[config.mk]
export PLATFORM = sky130hd
export DESIGN_NAME = fp_normalize_round_flat
export DESIGN_NICKNAME = d
export VERILOG_FILES = /design/src/rtl/fp_pkg.sv /design/src/rtl/fp_normalize_round_if.sv /design/src/rtl/fp_lzc.sv /design/src/rtl/fp_normalize_round.sv /design/src/flat_wrapper.sv
export SDC_FILE = /design/constraint.sdc
export NUM_CORES = 1
export LEC_CHECK = 0
export BUFFER_PORTS_ARGS = -buffer_cell sky130_fd_sc_hd__buf_2
export CAP_MARGIN = 20
export CORE_ASPECT_RATIO = 1.75
export CORE_MARGIN = 8
export CORE_UTILIZATION = 45
export DETAILED_ROUTE_END_ITERATION = 7
export SLEW_MARGIN = 30
export SYNTH_ARGS = -nofsm -noshare
export SYNTH_HDL_FRONTEND = slang
export SYNTH_HIERARCHICAL = 1
export SYNTH_SLANG_ARGS = --single-unit
[constraint.sdc]
create_clock -name CLK -period 6.25 [get_ports CLK]
set_input_delay 0.625 -clock CLK [delete_from_list [all_inputs] [get_ports CLK]]
set_output_delay 0.625 -clock CLK [all_outputs]
set_load 0.03 [all_outputs]
[src/rtl/fp_pkg.sv]
// Shared constants and pipeline payload for the FP adder post-normalisation path.
package fp_pkg;
  localparam int WIDTH   = 48;
  localparam int MAN_W   = 24;
  localparam int EXP_W   = 8;
  localparam int EXP_MAX = 2**EXP_W - 1;
  localparam int SEXP_W  = EXP_W + 2;
  localparam int LZC_W   = $clog2(WIDTH + 1);
  localparam int STAGES  = 3;

  typedef struct packed {
    logic [WIDTH:0]           man;
    logic signed [SEXP_W-1:0] exp;
    logic                     sign;
    logic                     sticky;
    logic                     zero;
  } stage_t;
endpackage

[src/rtl/fp_normalize_round_if.sv]
// Upstream and downstream valid/ready channels of the normalise/round stage.
interface fp_normalize_round_if;
  import fp_pkg::*;
  logic             in_valid;
  logic             in_ready;
  logic [WIDTH:0]   sum_in;
  logic [EXP_W-1:0] exp_in;
  logic             sign_in;
  logic             out_valid;
  logic             out_ready;
  logic [MAN_W-1:0] man_out;
  logic [EXP_W-1:0] exp_out;
  logic             sign_out;
  logic             zero;
  logic             ovf;
  logic             unf;

  modport master (
    output in_valid, sum_in, exp_in, sign_in, out_ready,
    input  in_ready, out_valid, man_out, exp_out, sign_out, zero, ovf, unf
  );
  modport slave (
    input  in_valid, sum_in, exp_in, sign_in, out_ready,
    output in_ready, out_valid, man_out, exp_out, sign_out, zero, ovf, unf
  );
endinterface

[src/rtl/fp_lzc.sv]
// Combinational leading-zero counter built as a binary tree of half-width counters.
module fp_lzc
  import fp_pkg::*;
#(
  parameter int W = WIDTH
) (
  input  logic [W-1:0]           din,
  output logic [$clog2(W+1)-1:0] cnt,
  output logic                   all_zero
);
  localparam int CW = $clog2(W + 1);

  generate
    if (W == 1) begin : g_leaf
      assign all_zero = ~din[0];
      assign cnt      = CW'(~din[0]);
    end else begin : g_node
      localparam int HI = W - W / 2;
      localparam int LO = W / 2;
      logic [$clog2(HI+1)-1:0] c_hi;
      logic [$clog2(LO+1)-1:0] c_lo;
      logic                    z_hi, z_lo;

      fp_lzc #(.W(HI)) u_hi (.din(din[W-1:LO]), .cnt(c_hi), .all_zero(z_hi));
      fp_lzc #(.W(LO)) u_lo (.din(din[LO-1:0]), .cnt(c_lo), .all_zero(z_lo));

      assign all_zero = z_hi & z_lo;
      assign cnt      = z_hi ? CW'(HI) + CW'(c_lo) : CW'(c_hi);
    end
  endgenerate
endmodule

[src/rtl/fp_normalize_round.sv]
// Post-adder normalise + round-to-nearest-even, 3-stage valid/ready pipeline.
module fp_normalize_round
  import fp_pkg::*;
(
  input logic                 CLK,
  input logic                 RST,
  fp_normalize_round_if.slave io
);
  logic [STAGES:1]          vld_pipe;
  logic                     rdy1, rdy2, rdy3;
  stage_t                   s1, s2, s2_n;
  logic [LZC_W-1:0]         lzc, shamt;
  logic                     lz_all;
  logic [WIDTH-1:0]         shifted;
  logic [MAN_W-1:0]         mant, man_n;
  logic [MAN_W:0]           mant_r;
  logic                     guard, sticky, rnd;
  logic signed [SEXP_W-1:0] e_n;
  logic                     unused_msb;

  assign rdy3         = !vld_pipe[3] | io.out_ready;
  assign rdy2         = !vld_pipe[2] | rdy3;
  assign rdy1         = !vld_pipe[1] | rdy2;
  assign io.in_ready  = rdy1;
  assign io.out_valid = vld_pipe[3];

  always_ff @(posedge CLK or posedge RST) begin
    if (RST) begin
      vld_pipe <= '0;
    end else begin
      if (rdy1) vld_pipe[1] <= io.in_valid;
      if (rdy2) vld_pipe[2] <= vld_pipe[1];
      if (rdy3) vld_pipe[3] <= vld_pipe[2];
    end
  end

  always_ff @(posedge CLK or posedge RST) begin
    if (RST) begin
      s1 <= '0;
    end else if (rdy1 && io.in_valid) begin
      s1.man    <= io.sum_in;
      s1.exp    <= SEXP_W'(io.exp_in);
      s1.sign   <= io.sign_in;
      s1.sticky <= 1'b0;
      s1.zero   <= (io.sum_in == '0);
    end
  end

  fp_lzc #(.W(WIDTH)) u_lzc (.din(s1.man[WIDTH-1:0]), .cnt(lzc), .all_zero(lz_all));

  // A zero beat is not shifted, so its exponent path stays quiet.
  always_comb begin
    s2_n    = s1;
    shamt   = lz_all ? '0 : lzc;
    shifted = s1.man[WIDTH-1:0] << shamt;
    if (s1.man[WIDTH]) begin
      s2_n.man    = {1'b0, s1.man[WIDTH:1]};
      s2_n.exp    = s1.exp + SEXP_W'(1);
      s2_n.sticky = s1.sticky | s1.man[0];
    end else begin
      s2_n.man = {1'b0, shifted};
      s2_n.exp = s1.exp - SEXP_W'(shamt);
    end
  end

  always_ff @(posedge CLK or posedge RST) begin
    if (RST)                       s2 <= '0;
    else if (rdy2 && vld_pipe[1])  s2 <= s2_n;
  end

  // Bit WIDTH is always clear after normalisation.
  assign unused_msb = s2.man[WIDTH];

  always_comb begin
    mant   = s2.man[WIDTH-1 -: MAN_W];
    guard  = s2.man[WIDTH-MAN_W-1];
    sticky = s2.sticky | (|s2.man[WIDTH-MAN_W-2:0]);
    rnd    = guard & (sticky | mant[0]);
    mant_r = {1'b0, mant} + (MAN_W+1)'(rnd);
    man_n  = mant_r[MAN_W-1:0];
    e_n    = s2.exp;
    if (mant_r[MAN_W]) begin
      man_n = MAN_W'(1) << (MAN_W - 1);
      e_n   = s2.exp + SEXP_W'(1);
    end
  end

  always_ff @(posedge CLK or posedge RST) begin
    if (RST) begin
      io.man_out  <= '0;
      io.exp_out  <= '0;
      io.sign_out <= 1'b0;
      io.zero     <= 1'b0;
      io.ovf      <= 1'b0;
      io.unf      <= 1'b0;
    end else if (rdy3 && vld_pipe[2]) begin
      io.man_out  <= man_n;
      io.exp_out  <= e_n[EXP_W-1:0];
      io.sign_out <= s2.sign;
      io.zero     <= 1'b0;
      io.ovf      <= 1'b0;
      io.unf      <= 1'b0;
      if (s2.zero) begin
        io.man_out  <= '0;
        io.exp_out  <= '0;
        io.sign_out <= 1'b0;
        io.zero     <= 1'b1;
      end else if (e_n >= SEXP_W'(EXP_MAX)) begin
        io.man_out <= '0;
        io.exp_out <= EXP_W'(EXP_MAX);
        io.ovf     <= 1'b1;
      end else if (e_n[SEXP_W-1] || e_n == SEXP_W'(0)) begin
        io.man_out <= '0;
        io.exp_out <= '0;
        io.unf     <= 1'b1;
      end
    end
  end
endmodule
[src/flat_wrapper.sv]
// flat-port wrapper written by rule: the top's interface ports become plain ports
module fp_normalize_round_flat import fp_pkg::*;
  (CLK, RST, io_in_valid, io_sum_in, io_exp_in, io_sign_in, io_out_ready, io_in_ready, io_out_valid, io_man_out, io_exp_out, io_sign_out, io_zero, io_ovf, io_unf);
  fp_normalize_round_if io_i ();
  input logic CLK;
  input logic RST;
  input wire logic [$bits(io_i.in_valid)-1:0] io_in_valid;
  input wire logic [$bits(io_i.sum_in)-1:0] io_sum_in;
  input wire logic [$bits(io_i.exp_in)-1:0] io_exp_in;
  input wire logic [$bits(io_i.sign_in)-1:0] io_sign_in;
  input wire logic [$bits(io_i.out_ready)-1:0] io_out_ready;
  output wire logic [$bits(io_i.in_ready)-1:0] io_in_ready;
  output wire logic [$bits(io_i.out_valid)-1:0] io_out_valid;
  output wire logic [$bits(io_i.man_out)-1:0] io_man_out;
  output wire logic [$bits(io_i.exp_out)-1:0] io_exp_out;
  output wire logic [$bits(io_i.sign_out)-1:0] io_sign_out;
  output wire logic [$bits(io_i.zero)-1:0] io_zero;
  output wire logic [$bits(io_i.ovf)-1:0] io_ovf;
  output wire logic [$bits(io_i.unf)-1:0] io_unf;
  assign io_i.in_valid = io_in_valid;
  assign io_i.sum_in = io_sum_in;
  assign io_i.exp_in = io_exp_in;
  assign io_i.sign_in = io_sign_in;
  assign io_i.out_ready = io_out_ready;
  assign io_in_ready = io_i.in_ready;
  assign io_out_valid = io_i.out_valid;
  assign io_man_out = io_i.man_out;
  assign io_exp_out = io_i.exp_out;
  assign io_sign_out = io_i.sign_out;
  assign io_zero = io_i.zero;
  assign io_ovf = io_i.ovf;
  assign io_unf = io_i.unf;
  fp_normalize_round u_core (.CLK(CLK), .RST(RST), .io(io_i));
endmodule
* Word-level counts from Yosys, hierarchy flattened
Cells that the tools add are included.
Storage, ports and cells: flip-flop bits (word level) 159, input bits 62, output and inout port bits 38, logic and storage cells 247
Operators by class: add/sub/neg operators 51, $lt $le $gt $ge 1, shifts and indexed selects 1, multiplexer cells 65, bitwise logic cells 101, reduce and logical (&&, ||, !) cells 10
Operators by type and width (number):
- $mux W24 | 4
- $mux W2 | 32
- $mux W58 | 1
- $logic_not A49 Y1 | 1
- $and A1 B1 Y1 | 48
- $not A1 Y1 | 48
- $shl A48 B6 Y48 | 1
- $add A1 B1 Y2 const A | 16
- $add A2 B1 Y2 const A | 16
- $add A24 B1 Y25 | 1
- $add A2 B2 Y3 const A | 8
- $mux W3 | 8
- $mux W8 | 3
- $reduce_or A23 Y1 | 1
- $add A3 B3 Y4 const A | 4
- $mux W4 | 4
- $mux W6 | 2
- $add A10 B2 Y10 const B | 1
- $add A4 B4 Y5 const A | 2
- $ge A10 B9 Y1 const B | 1
- $logic_not A10 Y1 | 1
- $mux W10 | 1
- $mux W5 | 2
- $add A8 B1 Y9 const B | 1
- other kinds (7) | 22

* Longest topological paths before layout
depth after elaboration 15, depth in mapped cells 28, gate-level depth less buffers 24

* Hierarchy
The synthesis kept the hierarchy.
By module, submodules not included:
- fp_normalize_round | times used 1, cells each 1017, area an instance 10189.8 µm², sequential area each 3978.8 µm²
- fp_lzc (u_core.u_lzc.g_node.u_hi.g_node.u_hi.g_node.u_hi.g_node.u_hi.g_node.u_hi.g_node.u_hi ...) | times used 48, cells each 2, area an instance 11.3 µm², sequential area each 0.0 µm²
- fp_lzc (u_core.u_lzc.g_node.u_hi.g_node.u_hi.g_node.u_hi ...) | times used 8, cells each 8, area an instance 62.6 µm², sequential area each 0.0 µm²
- fp_lzc (u_core.u_lzc.g_node.u_hi.g_node.u_hi.g_node.u_hi.g_node.u_hi ...) | times used 16, cells each 3, area an instance 28.8 µm², sequential area each 0.0 µm²
- fp_lzc (u_core.u_lzc.g_node.u_hi.g_node.u_hi.g_node.u_hi.g_node.u_hi.g_node.u_hi ...) | times used 16, cells each 4, area an instance 28.8 µm², sequential area each 0.0 µm²
- fp_lzc (u_core.u_lzc.g_node.u_hi.g_node.u_hi ...) | times used 4, cells each 9, area an instance 63.8 µm², sequential area each 0.0 µm²
- fp_lzc (u_core.u_lzc.g_node.u_hi ...) | times used 2, cells each 10, area an instance 75.1 µm², sequential area each 0.0 µm²
- fp_lzc (u_core.u_lzc) | times used 1, cells each 12, area an instance 112.6 µm², sequential area each 0.0 µm²

* Worst setup path after synthesis
No wires, ideal clock.
path kind register to register, from register u_core/s1[15] (netlist name), to register u_core/s2[9] (netlist name), setup time 83 ps, data arrival time 4815 ps, data required time 6167 ps, setup slack 1352 ps, cell stages (with the launch flop) 27, path buffers 3, period minus slack after synthesis 4898 ps, path through dfrtp_1 -> inv_1 -> and2_2 -> mux2_4 -> inv_1 -> ha_1 -> mux2i_1 -> inv_1 -> ha_1 -> a21oi_1 -> inv_1 -> ha_1 -> a21oi_1 -> inv_1 -> mux2_4 -> nor2b_1 -> clkbuf_1 -> inv_2 -> buf_1 -> clkbuf_1 -> ha_1 -> o21ai_0 -> a21boi_0 -> o21ai_0 -> a21oi_1 -> xor2_1 -> o21ai_0
Between the ends: longest elaborated chain between the ends 14, elaborated cells on any way between the ends 20, those cells by class add/sub: 5; mux: 8; bitwise: 7
Ends and longest elaborated chain:
- from (decl) | line fp_normalize_round.sv:11 | stage_t s1, s2, s2_n;
- $not A1 Y1 | line fp_lzc.sv:15 | assign all_zero = ~din[0];
- net u_core.u_lzc.g_node.u_lo.g_node.u_lo.g_node.u_lo.g_node.u_lo.g_node.u_hi.g_node.z_hi | line fp_lzc.sv:22 | logic z_hi, z_lo;
- $and A1 B1 Y1 | line fp_lzc.sv:27 | assign all_zero = z_hi & z_lo;
- net u_core.u_lzc.g_node.u_lo.g_node.u_lo.g_node.u_lo.g_node.u_lo.g_node.z_hi | line fp_lzc.sv:22
- $mux W2 | line fp_lzc.sv:28 | assign cnt = z_hi ? CW'(HI) + CW'(c_lo) : CW'(c_hi);
- net u_core.u_lzc.g_node.u_lo.g_node.u_lo.g_node.u_lo.g_node.c_lo[0] | line fp_lzc.sv:21 | logic [$clog2(LO+1)-1:0] c_lo;
- $add A2 B2 Y3 | line fp_lzc.sv:28
- $mux W3 | line fp_lzc.sv:28
- net u_core.u_lzc.g_node.u_lo.g_node.u_lo.g_node.c_lo[1] | line fp_lzc.sv:21
- (+2 left out)
- net u_core.u_lzc.g_node.u_lo.g_node.c_lo[2] | line fp_lzc.sv:21
- (+1 left out)
- $mux W5 | line fp_lzc.sv:28
- net u_core.u_lzc.g_node.c_lo[3] | line fp_lzc.sv:21
- $add A5 B5 Y6 | line fp_lzc.sv:28
- $mux W6 | line fp_lzc.sv:28
- net u_core.lzc[3] | line fp_normalize_round.sv:12 | logic [LZC_W-1:0] lzc, shamt;
- $mux W6 | line fp_normalize_round.sv:54 | shamt = lz_all ? '0 : lzc;
- $sub A8 B6 Y9 | line fp_normalize_round.sv:62 | s2_n.exp = s1.exp - SEXP_W'(shamt);
- $mux W58 | line fp_normalize_round.sv:56 | if (s1.man[WIDTH]) begin
- to (signal assigned) | line fp_normalize_round.sv:68 | else if (rdy2 && vld_pipe[1]) s2 <= s2_n;
- to (decl) | line fp_normalize_round.sv:11
The timed path passes the listed nets, and every way through them passes these cells. A chain may end at the register's enable or synchronous reset.

* Final worst setup path
from register u_core/s1[15] (netlist name), to register u_core.s2, in the netlist u_core/mant[22]
Between the ends: longest elaborated chain between the ends 14, elaborated cells on any way between the ends 20, those cells by class add/sub: 4; shift: 1; mux: 8; bitwise: 7
Ends and longest elaborated chain:
- $not A1 Y1 | line fp_lzc.sv:15
- net u_core.u_lzc.g_node.u_lo.g_node.u_lo.g_node.u_lo.g_node.u_lo.g_node.u_hi.g_node.z_hi | line fp_lzc.sv:22
- $and A1 B1 Y1 | line fp_lzc.sv:27
- net u_core.u_lzc.g_node.u_lo.g_node.u_lo.g_node.u_lo.g_node.u_lo.g_node.z_hi | line fp_lzc.sv:22
- $mux W2 | line fp_lzc.sv:28
- net u_core.u_lzc.g_node.u_lo.g_node.u_lo.g_node.u_lo.g_node.c_lo[0] | line fp_lzc.sv:21
- $add A2 B2 Y3 | line fp_lzc.sv:28
- $mux W3 | line fp_lzc.sv:28
- net u_core.u_lzc.g_node.u_lo.g_node.u_lo.g_node.c_lo[1] | line fp_lzc.sv:21
- (+2 left out)
- net u_core.u_lzc.g_node.u_lo.g_node.c_lo[2] | line fp_lzc.sv:21
- (+1 left out)
- $mux W5 | line fp_lzc.sv:28
- net u_core.u_lzc.g_node.c_lo[3] | line fp_lzc.sv:21
- $add A5 B5 Y6 | line fp_lzc.sv:28
- $mux W6 | line fp_lzc.sv:28
- net u_core.lzc[4] | line fp_normalize_round.sv:12
- $mux W6 | line fp_normalize_round.sv:54
- $shl A48 B6 Y48 | line fp_normalize_round.sv:55 | shifted = s1.man[WIDTH-1:0] << shamt;
- $mux W58 | line fp_normalize_round.sv:56
The timed path passes the listed nets, and every way through them passes these cells.

==> out/qor.csv <==
stage,metric,value,unit
clocking,total CTS buffers,17,
synth,Synth top cells by count,"159 x dfrtp_1, 120 x inv_1, 120 x nand2_1",
clocking,clock transition at the registers of the reported paths,0.07,ns
cells_and_area,share of layout cells above drive strength 1,0.262,
grt,initial antenna violation count,0,
clocking,CTS tree,done,
cells_and_area,synthesis-to-finish area growth,8.73,%
power,maximum vdd ir drop,0.212,mV
clocking,CTS root buf,clkbuf_16,
worst_setup_path,crit path from,u_core/s1[15],
sta,Layout Skew,0.00827,ns
sta,Worst Tran Pin Value,1.01,ns
sta,Final period util,0.813,
sta,Final Critical Period,5.08,ns
synth,"count leader, synth",dfrtp_1,
route,drt wl/cell,22.2,um
floorplan,total core area,0.0279,sq mm
clocking,number of setup buffers added after CTS,0,
synth,top-area cell type share of the netlist area,0.314,
synth,cells after synthesis,1357,
worst_setup_path,data arrival time of the critical path,5.45,ns
grt,largest net degree at the start of global routing,82,
synth,synth top area cells,"dfrtp_1 31%, mux2i_1 8.3%, mux4_2 6.9%, mux2_2 6.7%, inv_1 3.6%",
clocking,Max Buffers Root-to-Sink,2,
floorplan,Ports,100,
floorplan,standard-cell row count,81,
sta,final hold vios,0,
power,total power,5.12,mW
synth,Synthesized Nets,1444,
cells_and_area,Ant. Diodes,0,
cells_and_area,Fill cells,2633,
worst_setup_path,critical path type,flop to flop,
sta,maximum clock frequency,0.197,GHz
synth,synthesized cell area,0.0127,sq mm
clocking,CTS sink count,159,
floorplan,die area,0.0340,sq mm
placed_design,post-DP HPWL,30.0,mm
sta,Final TNS setup,0,ns
power,Pleak,6.47,nW
placed_design,GP Congestion,0.963,
clocking,PostCTS Resize Cnt,0,
worst_setup_path,critical path launch point type,flop,
synth,asr flop ratio synth,1.00,
worst_setup_path,worst path required time,6.63,ns
grt,first-pass GRT wire length,60.9,mm
placed_design,IO Port Bufs,99,
grt,grt ovf,0,
synth,syn_area_per_cell,9.34,sq um
route,initial drt markers,670,
run,maxcap violations,0,
grt,vias in the first global route,10669,
worst_setup_path,Crit path largest cell delay,0.63,ns
worst_setup_path,crit path capture type,flop,
worst_setup_path,worst r2r src,u_core/s1[15],
route,final wirelength,39.1,mm
route,"antenna viol nets, final",0,
synth,yosys warns,6,
worst_setup_path,CP Buf/Inv Count,8,
sta,Final Max Slew Viols,0,
synth,Post-synth EDFFs,0,
route,via density per instance,5.79,
synth,cell accounting for the most synthesized area,dfrtp_1,
route,drt first pass iters,6,
route,drt drc,0,
floorplan,Die X-Extent,143,um
synth,Netlist cell types,65,
worst_setup_path,"critical path fanouts, max",13,
synth,sequential element share of the synthesized area,0.314,
clocking,clk_lat worst skew,0.45,ns
clocking,H-Tree Depth,4,
worst_setup_path,CP most frequent cell,inv_1,
hold_path,hold crit path type,input port to asynchronous set/reset pin,
worst_setup_path,Top delay family on crit path,simple AND/OR/NAND/NOR gates,
floorplan,initial core utilization,0.455,
floorplan,Die Y,238,um
route,via count,10226,
synth,Yosys reg bits,159,
power,Power Density,371,mW/mm^2
synth,Main synth FF type,dfrtp_1,
worst_setup_path,critical path's slowest cell,nor2_1,
grt,GRT Overall Usage,0.237,
sta,relative slew slack,0.319,
sta,unrepaired setup endpoints after global routing,no,
clocking,hold_buf cts,0,
run_status,outcome,finished clean,
cells_and_area,Nets,1466,
sta,Setup Viol. Count Final,0,
sequential cells by signal, summed over array words and instances, names as in the netlist:
signal,count
u_core/s2,36
u_core/io.man_out,24
u_core/s1,59
u_core/guard,1
u_core/io.unf,1
u_core/io.zero,1
u_core/vld_pipe,3
u_core/io.ovf,1
u_core/mant,24
u_core/io.sign_out,1
u_core/io.exp_out,8
routing by layer:
metal / global-route usage / share of wire / vias to the layer above
li1: - / - / 4810
met1: 0.243 / 0.36 / 5012
met2: 0.435 / 0.54 / 318
met3: 0.0348 / 0.043 / 86
met4: 0.155 / 0.062 / 0
met5: 0 / 0 / -
cells in the final DEF, fill, tap and decap left out, types with 13 or more instances in the layout:
| master | Yosys | layout |
|---|---|---|
| or2_1 | 16 | 16 |
| mux2_2 | 75 | 75 |
| a32oi_1 | 13 | 13 |
| a22o_1 | 25 | 25 |
| dfrtp_1 | 159 | 158 |
| ha_1 | 24 | 24 |
| nor4_1 | 18 | 18 |
| o21ai_0 | 34 | 34 |
| nor2_1 | 84 | 83 |
| buf_2 | 10 | 99 |
| mux4_2 | 39 | 39 |
| nor2b_1 | 21 | 21 |
| a21oi_1 | 46 | 46 |
| and2_2 | 56 | 57 |
| nand2_1 | 120 | 118 |
| xor2_1 | 19 | 19 |
| nand3_1 | 41 | 41 |
| xnor2_1 | 20 | 20 |
| nand4_1 | 18 | 18 |
| mux2i_1 | 105 | 105 |
| mux2_4 | 28 | 28 |
| clkbuf_16 | 0 | 17 |
| buf_4 | 48 | 21 |
| inv_1 | 120 | 119 |
area by class of cell:
type / count / area, sq um / share of cell area
multi-input cells: 956 / 7600 / 0.551
flip-flops and latches: 159 / 3980 / 0.289
repair buffers: 122 / 684 / 0.0497
inverters: 123 / 467 / 0.0339
well taps: 373 / 467 / 0.0339
clock buffers: 20 / 447 / 0.0324
clock inverters: 12 / 135 / 0.00981
worst register-to-register path: cells and delay by family (launching register included):
family / cells / cell delay [ns]
AOI/OAI and AO/OA: 5 / 0.72
adders and majority gates: 4 / 1.10
buffers and inverters: 8 / 0.87
DFF: 1 / 0.43
muxes: 2 / 0.44
and+or+nand+nor: 6 / 1.43
worst paths after layout:
path / endpoint / slack [ns] / depth (start not counted)
setup / recovery: u_core/mant[22] / 1.17 / 25
hold / removal: u_core/vld_pipe[1] / 0.31 / 2
setup reg to reg: u_core/mant[22] / 1.17 / 25
hold reg to reg: u_core/io.sign_out / 0.47 / 2
max in group asynchronous: u_core/s2[4] / 4.70 / 3
min in group CLK: u_core/vld_pipe[1] / 0.39 / 2
per-stage QoR:
stage / util / cell area [sq um] / setup WS, ns / std cells / hold WS, ns
2_1_floorplan: - / 12700 / 1.33 / 1357 / 0.433
3_3_place_gp: 0.473 / 13200 / 1.26 / 1733 / 0.451
3_5_place_dp: 0.473 / 13200 / 1.26 / 1733 / 0.458
4_1_cts: 0.494 / 13800 / 1.21 / 1765 / 0.334
5_1_grt: 0.494 / 13800 / 0.812 / 1765 / 0.373
6_report: 0.494 / 13800 / 1.17 / 1765 / 0.313
power breakdown:
| group | leakage, nW | internal [mW] | switching [mW] |
|---|---|---|---|
| Clock | 0.273 | 0.600 | 0.452 |
| Sequential | 1.90 | 1.31 | 0.342 |
| Combinational | 4.30 | 1.04 | 1.38 |
| Total | 6.47 | 2.94 | 2.17 |
kinds of logic after synthesis:
logic type / Yosys count / share of synthesized area
multiplexers: 247 / 0.252
adder cells (fa/ha/maj): 25 / 0.0253
buffers and inverters: 242 / 0.0881
AND/OR/NAND/NOR: 442 / 0.183
XOR/XNOR: 39 / 0.0270
flip-flops: 159 / 0.314
AO/OA/AOI/OAI: 203 / 0.111
(Power assumes the default switching activity.)
